--- src/rtl/pwm_pkg.sv ---
// Shared definitions for the symmetrical PWM block.
// Override mode codes and default widths.
package pwm_pkg;

   localparam int PWM_WIDTH_DEF    = 16;
   localparam int PWM_DT_WIDTH_DEF = 8;

   typedef enum logic [1:0] {
      OVR_NORMAL = 2'b00,
      OVR_LO     = 2'b01,
      OVR_HI     = 2'b10,
      OVR_OFF    = 2'b11
   } ovr_e;

endpackage

--- src/rtl/pwm_deadtime_channel.sv ---
// One bridge leg: shadowed compare, raw compare,
// dead-time insertion, override and enable gating.
module pwm_deadtime_channel
   import pwm_pkg::*;
#(
   parameter int WIDTH    = PWM_WIDTH_DEF,
   parameter int DT_WIDTH = PWM_DT_WIDTH_DEF
) (
   input  logic                clk_i,
   input  logic                rst_ni,
   input  logic [WIDTH-1:0]    counter_i,
   input  logic                valley_i,
   input  logic [WIDTH-1:0]    duty_i,
   input  logic                duty_we_i,
   input  logic [DT_WIDTH-1:0] deadtime_i,
   input  logic [1:0]          override_i,
   input  logic                en_i,
   output logic                hi_o,
   output logic                lo_o
);

   logic [WIDTH-1:0]    shadow_q;
   logic [WIDTH-1:0]    active_q;
   logic [WIDTH-1:0]    cmp_eff;
   logic                raw;
   logic                raw_q;
   logic [DT_WIDTH-1:0] stab_q;
   logic [DT_WIDTH-1:0] stab_d;
   logic                settled;
   logic                hi_d;
   logic                lo_d;
   logic                hi_q;
   logic                lo_q;

   // Compare select: a valley write bypasses the shadow.
   always_comb begin
      cmp_eff = active_q;
      if (valley_i) begin
         cmp_eff = duty_we_i ? duty_i : shadow_q;
      end
      raw = (counter_i < cmp_eff);
      stab_d = '0;
      if (raw == raw_q) begin
         stab_d = (&stab_q) ? stab_q
                            : stab_q + DT_WIDTH'(1);
      end
      settled = (stab_d >= deadtime_i);
   end

   // Dead-time result, then override on top of it.
   always_comb begin
      hi_d = 1'b0;
      lo_d = 1'b0;
      unique case (ovr_e'(override_i))
         OVR_NORMAL: begin
            hi_d = raw & settled;
            lo_d = ~raw & settled;
         end
         OVR_LO:  lo_d = 1'b1;
         OVR_HI:  hi_d = 1'b1;
         OVR_OFF: ;
      endcase
   end

   // Shadow, active compare, stability count, gated outputs.
   always_ff @(posedge clk_i or negedge rst_ni) begin
      if (!rst_ni) begin
         shadow_q <= '0;
         active_q <= '0;
         raw_q    <= 1'b0;
         stab_q   <= '0;
         hi_q     <= 1'b0;
         lo_q     <= 1'b0;
      end else begin
         if (duty_we_i) begin
            shadow_q <= duty_i;
         end
         if (valley_i) begin
            active_q <= cmp_eff;
         end
         raw_q  <= raw;
         stab_q <= stab_d;
         hi_q   <= en_i & hi_d;
         lo_q   <= en_i & lo_d;
      end
   end

   assign hi_o = hi_q;
   assign lo_o = lo_q;

endmodule

--- src/rtl/symmetrical_pwm_multi.sv ---
// Multi-channel centre-aligned PWM: triangular carrier,
// period/dead-time reload at valley, trip/re-arm flag.
module symmetrical_pwm_multi
   import pwm_pkg::*;
#(
   parameter int CHANNELS = 4,
   parameter int WIDTH    = PWM_WIDTH_DEF,
   parameter int DT_WIDTH = PWM_DT_WIDTH_DEF
) (
   input  logic                      clk_i,
   input  logic                      rst_ni,
   input  logic                      enable_i,
   input  logic [WIDTH-1:0]          period_i,
   input  logic [CHANNELS*WIDTH-1:0] duty_i,
   input  logic [CHANNELS-1:0]       duty_we_i,
   input  logic [DT_WIDTH-1:0]       deadtime_i,
   input  logic [2*CHANNELS-1:0]     override_i,
   output logic [CHANNELS-1:0]       pwm_hi_o,
   output logic [CHANNELS-1:0]       pwm_lo_o,
   output logic [WIDTH-1:0]          counter_o,
   output logic                      valley_o,
   output logic                      peak_o
);

   logic [WIDTH-1:0]    counter_q;
   logic [WIDTH-1:0]    counter_d;
   logic                dir_up_q;
   logic                dir_up_d;
   logic [WIDTH-1:0]    period_q;
   logic [WIDTH-1:0]    period_d;
   logic [DT_WIDTH-1:0] dt_q;
   logic [DT_WIDTH-1:0] dt_d;
   logic                valley_q;
   logic                peak_q;
   logic                en_q;
   logic                en_d;

   // Carrier next state; reload happens in the valley cycle.
   always_comb begin
      counter_d = counter_q;
      dir_up_d  = dir_up_q;
      period_d  = period_q;
      dt_d      = dt_q;
      if (valley_q) begin
         period_d  = period_i;
         dt_d      = deadtime_i;
         dir_up_d  = 1'b1;
         counter_d = (period_i == '0) ? '0 : WIDTH'(1);
      end else if (dir_up_q && (counter_q < period_q)) begin
         counter_d = counter_q + WIDTH'(1);
      end else begin
         dir_up_d  = 1'b0;
         counter_d = counter_q - WIDTH'(1);
      end
      // Trip wins over a coincident valley re-arm.
      en_d = enable_i & (en_q | valley_q);
   end

   // Carrier, flags and enabled state registers.
   always_ff @(posedge clk_i or negedge rst_ni) begin
      if (!rst_ni) begin
         counter_q <= '0;
         dir_up_q  <= 1'b1;
         period_q  <= '0;
         dt_q      <= '0;
         valley_q  <= 1'b1;
         peak_q    <= 1'b1;
         en_q      <= 1'b0;
      end else begin
         counter_q <= counter_d;
         dir_up_q  <= dir_up_d;
         period_q  <= period_d;
         dt_q      <= dt_d;
         valley_q  <= (counter_d == '0);
         peak_q    <= (counter_d == period_d);
         en_q      <= en_d;
      end
   end

   for (genvar k = 0; k < CHANNELS; k++) begin : g_ch
      pwm_deadtime_channel #(
         .WIDTH    (WIDTH),
         .DT_WIDTH (DT_WIDTH)
      ) u_ch (
         .clk_i      (clk_i),
         .rst_ni     (rst_ni),
         .counter_i  (counter_q),
         .valley_i   (valley_q),
         .duty_i     (duty_i[k*WIDTH +: WIDTH]),
         .duty_we_i  (duty_we_i[k]),
         .deadtime_i (dt_q),
         .override_i (override_i[2*k +: 2]),
         .en_i       (en_d),
         .hi_o       (pwm_hi_o[k]),
         .lo_o       (pwm_lo_o[k])
      );
   end

   assign counter_o = counter_q;
   assign valley_o  = valley_q;
   assign peak_o    = peak_q;

endmodule
--- config.mk ---
export PLATFORM = sky130hd
export DESIGN_NAME = symmetrical_pwm_multi
export DESIGN_NICKNAME = d
export VERILOG_FILES = /design/src/rtl/pwm_pkg.sv /design/src/rtl/pwm_deadtime_channel.sv /design/src/rtl/symmetrical_pwm_multi.sv
export SDC_FILE = /design/constraint.sdc
export NUM_CORES = 1
export LEC_CHECK = 0
export BUFFER_PORTS_ARGS = -buffer_cell sky130_fd_sc_hd__buf_2
export CAP_MARGIN = 25
export CORE_ASPECT_RATIO = 1.1
export CORE_UTILIZATION = 33
export CTS_BUF_LIST = sky130_fd_sc_hd__clkbuf_8 sky130_fd_sc_hd__clkbuf_16
export CTS_CLUSTER_SIZE = 16
export DETAILED_ROUTE_END_ITERATION = 8
export MAX_ROUTING_LAYER = met4
export PLACE_DENSITY = 0.53
export SLEW_MARGIN = 20
export SYNTH_ARGS = -nofsm -noshare
export SYNTH_HDL_FRONTEND = slang
export SYNTH_HIERARCHICAL = 1
export SYNTH_SLANG_ARGS = --single-unit
--- constraint.sdc ---
create_clock -name clk_i -period 13.8 [get_ports clk_i]
set_clock_uncertainty 0.15 [all_clocks]
set_input_delay 1.38 -clock clk_i [delete_from_list [all_inputs] [get_ports clk_i]]
set_output_delay 1.38 -clock clk_i [all_outputs]
set_load 0.005 [all_outputs]
==> metrics.md <==
| Metric | Value |
|---|---|
| CTS tree | `yes` |
| Drt first-iter violations | `412` |
| Port bufs | `128` |
| Area grow syn2layout | `15.7%` |
| Mapped Cells | `1249` |
| Sequential element share of the synthesized area | `0.439` |
| Yosys warning total | `6` |
| Worst-case vdd ir drop | `82.8 uV` |
| Main synth FF type | `dfrtp_1` |
| Post-synth EDFFs | `0` |
| Register share of total power | `0.483` |
| Setup tns final | `0 ps` |
| Max-cap viol count | `0` |
| First-pass GRT wire length | `49.1 mm` |
| Initial core utilization | `0.338` |
| I/O pin count | `129` |
| Routed vias/inst | `4.83` |
| Commonest non-fill, non-tap cells in the layout | `213 x dfrtp_1, 177 x inv_1, 128 x ha_1` |
| Latest clock arrival within the worst-skew pair | `520 ps` |
| Final hold vios | `0` |
| Die H | `205 um` |
| Cell Rows | `73` |
| Max Slew Vio Count | `0` |
| First-pass DRT Iterations | `4` |
| Int Power | `1050 uW` |
| Synthesized flop and latch total | `216` |
| Setup slack, reg-to-reg | `8430 ps` |
| CP Class | `reg -> reg` |
| Post-CTS resize count | `0` |
| Post-synthesis area per instance | `9.86 um^2` |
| Drt drc | `0` |
| CTS sink count | `216` |
| Worst hold path type | `reg -> reg` |
| GRT busiest layer | `met2` |
| Crit path max-delay family | `simple AND/OR/NAND/NOR gates` |
| Ys async rst share | `1.00` |
| Switching power | `314 uW` |
| Drt total wl | `30.6 mm` |
| CP bufs+invs | `2` |
| Fmax achieved | `186 MHz` |
| Initial antenna violation count | `3` |
| CTS Root Cell | `clkbuf_16` |
| DR vias | `9083` |
| Worst-path maximum fanout | `19` |
| Largest net degree at the start of global routing | `84` |
| Yosys cell types | `60` |
| Slowest-stage cell, CP | `nor4_1` |
| RSZ-0062 raised after global routing | `no` |
| Leak | `0.00721 uW` |
| Synthesized net count | `1481` |
| Finish-stage setup viols | `0` |
| Fin nets | `1608` |
| Pwr dens | `95.4 nW/um^2` |
| Die ar. | `38100 um^2` |
| Gp weighted congestion | `0.809` |
| Postcts setup bufs | `0` |
| GRT Resource Usage Total | `0.171` |
| Gr ovfl total | `0` |
| Vias in the first global route | `9179` |
| M2 GR Usage | `0.282` |
| Worst Setup Start Kind | `register` |
| Outcome | `finished, final reports clean` |
| Min cycle time layout | `5370 ps` |
| Core ar. | `36400 um^2` |
| WP data required | `14000 ps` |
| Die width | `186 um` |
| Tcrit/Tclk final | `0.389` |
| Critical Path AT | `5570 ps` |
| Worst Setup End Kind | `register` |
| Layout cells sized above 1 | `0.165` |
| Final ANT Viol Nets | `0` |
| CTS Buf Count | `25` |
| Crit-path cells | `ha_1 > and4_1 > nand2_1 > o2111ai_1 > a31oi_1 > o21ai_1 > buf_4 > inv_1 > fa_1 > nand3b_1 > a211oi_1 > o21ai_2 > nand2_2 > nand2_1 > mux2_2 > nor4_1 > nand4_1 > nor4_1` |
| Switching share of power | `0.231` |
| GR Util met1 | `0.218` |
| Power, Total | `1360 uW` |
| Routing usage on met3 | `0.0277` |
| Htree depth | `1` |
| Clock slew at reported path FFs | `60 ps` |
| Most common cell after layout, fill and taps aside | `dfrtp_1` |
| Netlist Area Pre-Place | `12300 um^2` |
| Detail Placement HPWL | `22.5 mm` |
| Clk buf depth | `3` |
| Clock power frac | `0.468` |
| Avg WL per Cell | `16.3 um` |
| Worst Tran Pin Value | `832 ps` |
| Comb power frac | `0.049` |
| Rel. slew slack | `0.439` |
| CP max stage delay | `640 ps` |
| Hold_buf cts | `0` |
## per-layer routing
metal | part of all wire | routed length [um] | vias to the layer above
li1 | - | - | 4575
met1 | 0.45 | 13900 | 4319
met2 | 0.48 | 14600 | 153
met3 | 0.052 | 1590 | 36
met4 | 0.017 | 514 | 0
met5 | 0 | 0 | -
## kinds of logic (layout without fill, tap and decap cells)
group,after synthesis,count (layout),synth area share
adders and majority gates,129,129,0.132
and+or+nand+nor,310,310,0.120
AOI/OAI and AO/OA,258,258,0.143
muxes,82,82,0.0693
other,0,3,0
xor gates and xnor gates,36,36,0.0256
buffers and inverters,218,361,0.0705
DFF,216,216,0.439
## state kept, by name (all words and copies together) (netlist names), 4 cells and up
| name | cells |
|---|---|
| g_ch.u_ch/active_q | 64 |
| g_ch.u_ch/shadow_q | 64 |
| g_ch.u_ch/stab_q | 32 |
| counter_o | 16 |
| period_q | 16 |
| dt_q | 8 |
| g_ch.u_ch/hi_o | 4 |
| g_ch.u_ch/lo_o | 4 |
| g_ch.u_ch/raw_q | 4 |
## power by group through the flow
stage	logic, uW	registers (uW)	clock network, uW
final	66.4	656	637
after global routing	76.3	658	685
after CTS	69.2	656	661
after detailed placement	69.0	668	0
after global placement	67.3	668	0
after floorplan	29.9	667	0
## layout make-up
cell class	count	area (um^2)
clock buffers	29	681
well taps	487	609
diodes	3	7.51
flip-flops and latches	216	5410
multi-input cells	815	6040
clock inverters	14	96.3
repair buffers	135	719
inverters	183	687
fillers	3682	22200
## stage by stage
stage	hold slack (ps)	area [um^2]	util	std cells	setup WS, ps
after detailed placement	315	13500	0.369	1836	8330
after global routing	340	14200	0.391	1882	8050
final	322	14200	0.391	1882	8430
after global placement	315	13400	0.369	1835	8330
after CTS	330	14200	0.391	1879	8440
after floorplan	297	12300	-	1249	8440
## path summary, 6_finish.rpt
kind / start / end / cells after the start
min reg2reg: g_ch[2].u_ch/shadow_q[12]$_DFF_PN0_ / g_ch[2].u_ch/shadow_q[12]$_DFF_PN0_ / 2
min: g_ch[2].u_ch/shadow_q[12]$_DFF_PN0_ / g_ch[2].u_ch/shadow_q[12]$_DFF_PN0_ / 2
min in group asynchronous: rst_ni / g_ch[3].u_ch/shadow_q[14]$_DFF_PN0_ / 1
max reg2reg: counter_o[4]$_DFF_PN0_ / peak_o$_DFF_PN1_ / 18
max: counter_o[4]$_DFF_PN0_ / peak_o$_DFF_PN1_ / 18
max in group asynchronous: rst_ni / g_ch[1].u_ch/active_q[14]$_DFFE_PN0P_ / 3
## worst reg2reg max path: stages (launching register included)
cell and delay, ps:
dfrtp_1 610, ha_1 410, and4_1 210, nand2_1 60, o2111ai_1 240, a31oi_1 160
o21ai_1 150, buf_4 270, inv_1 130, fa_1 430, nand3b_1 230, a211oi_1 400
o21ai_2 150, nand2_2 130, nand2_1 100, mux2_2 300, nor4_1 250, nand4_1 200
nor4_1 640
## cells in the mapped netlist (all sizes together), types with 10 or more instances
cell type	number	area share
nor2	110	0.034
a211oi	13	0.011
ha	128	0.13
a21oi	118	0.048
a21o	26	0.016
o21a	16	0.0098
and3	10	0.0051
clkbuf	26	0.0079
nor3	39	0.016
nand2b	11	0.0056
mux2i	71	0.058
a2111oi	12	0.017
dfrtp	213	0.43
nand2	53	0.016
xor2	18	0.013
xnor2	18	0.013
o41ai	10	0.0071
inv	183	0.056
nand3	33	0.013
mux2	10	0.0091
o21ai	34	0.014
(Power assumes the default switching activity.)
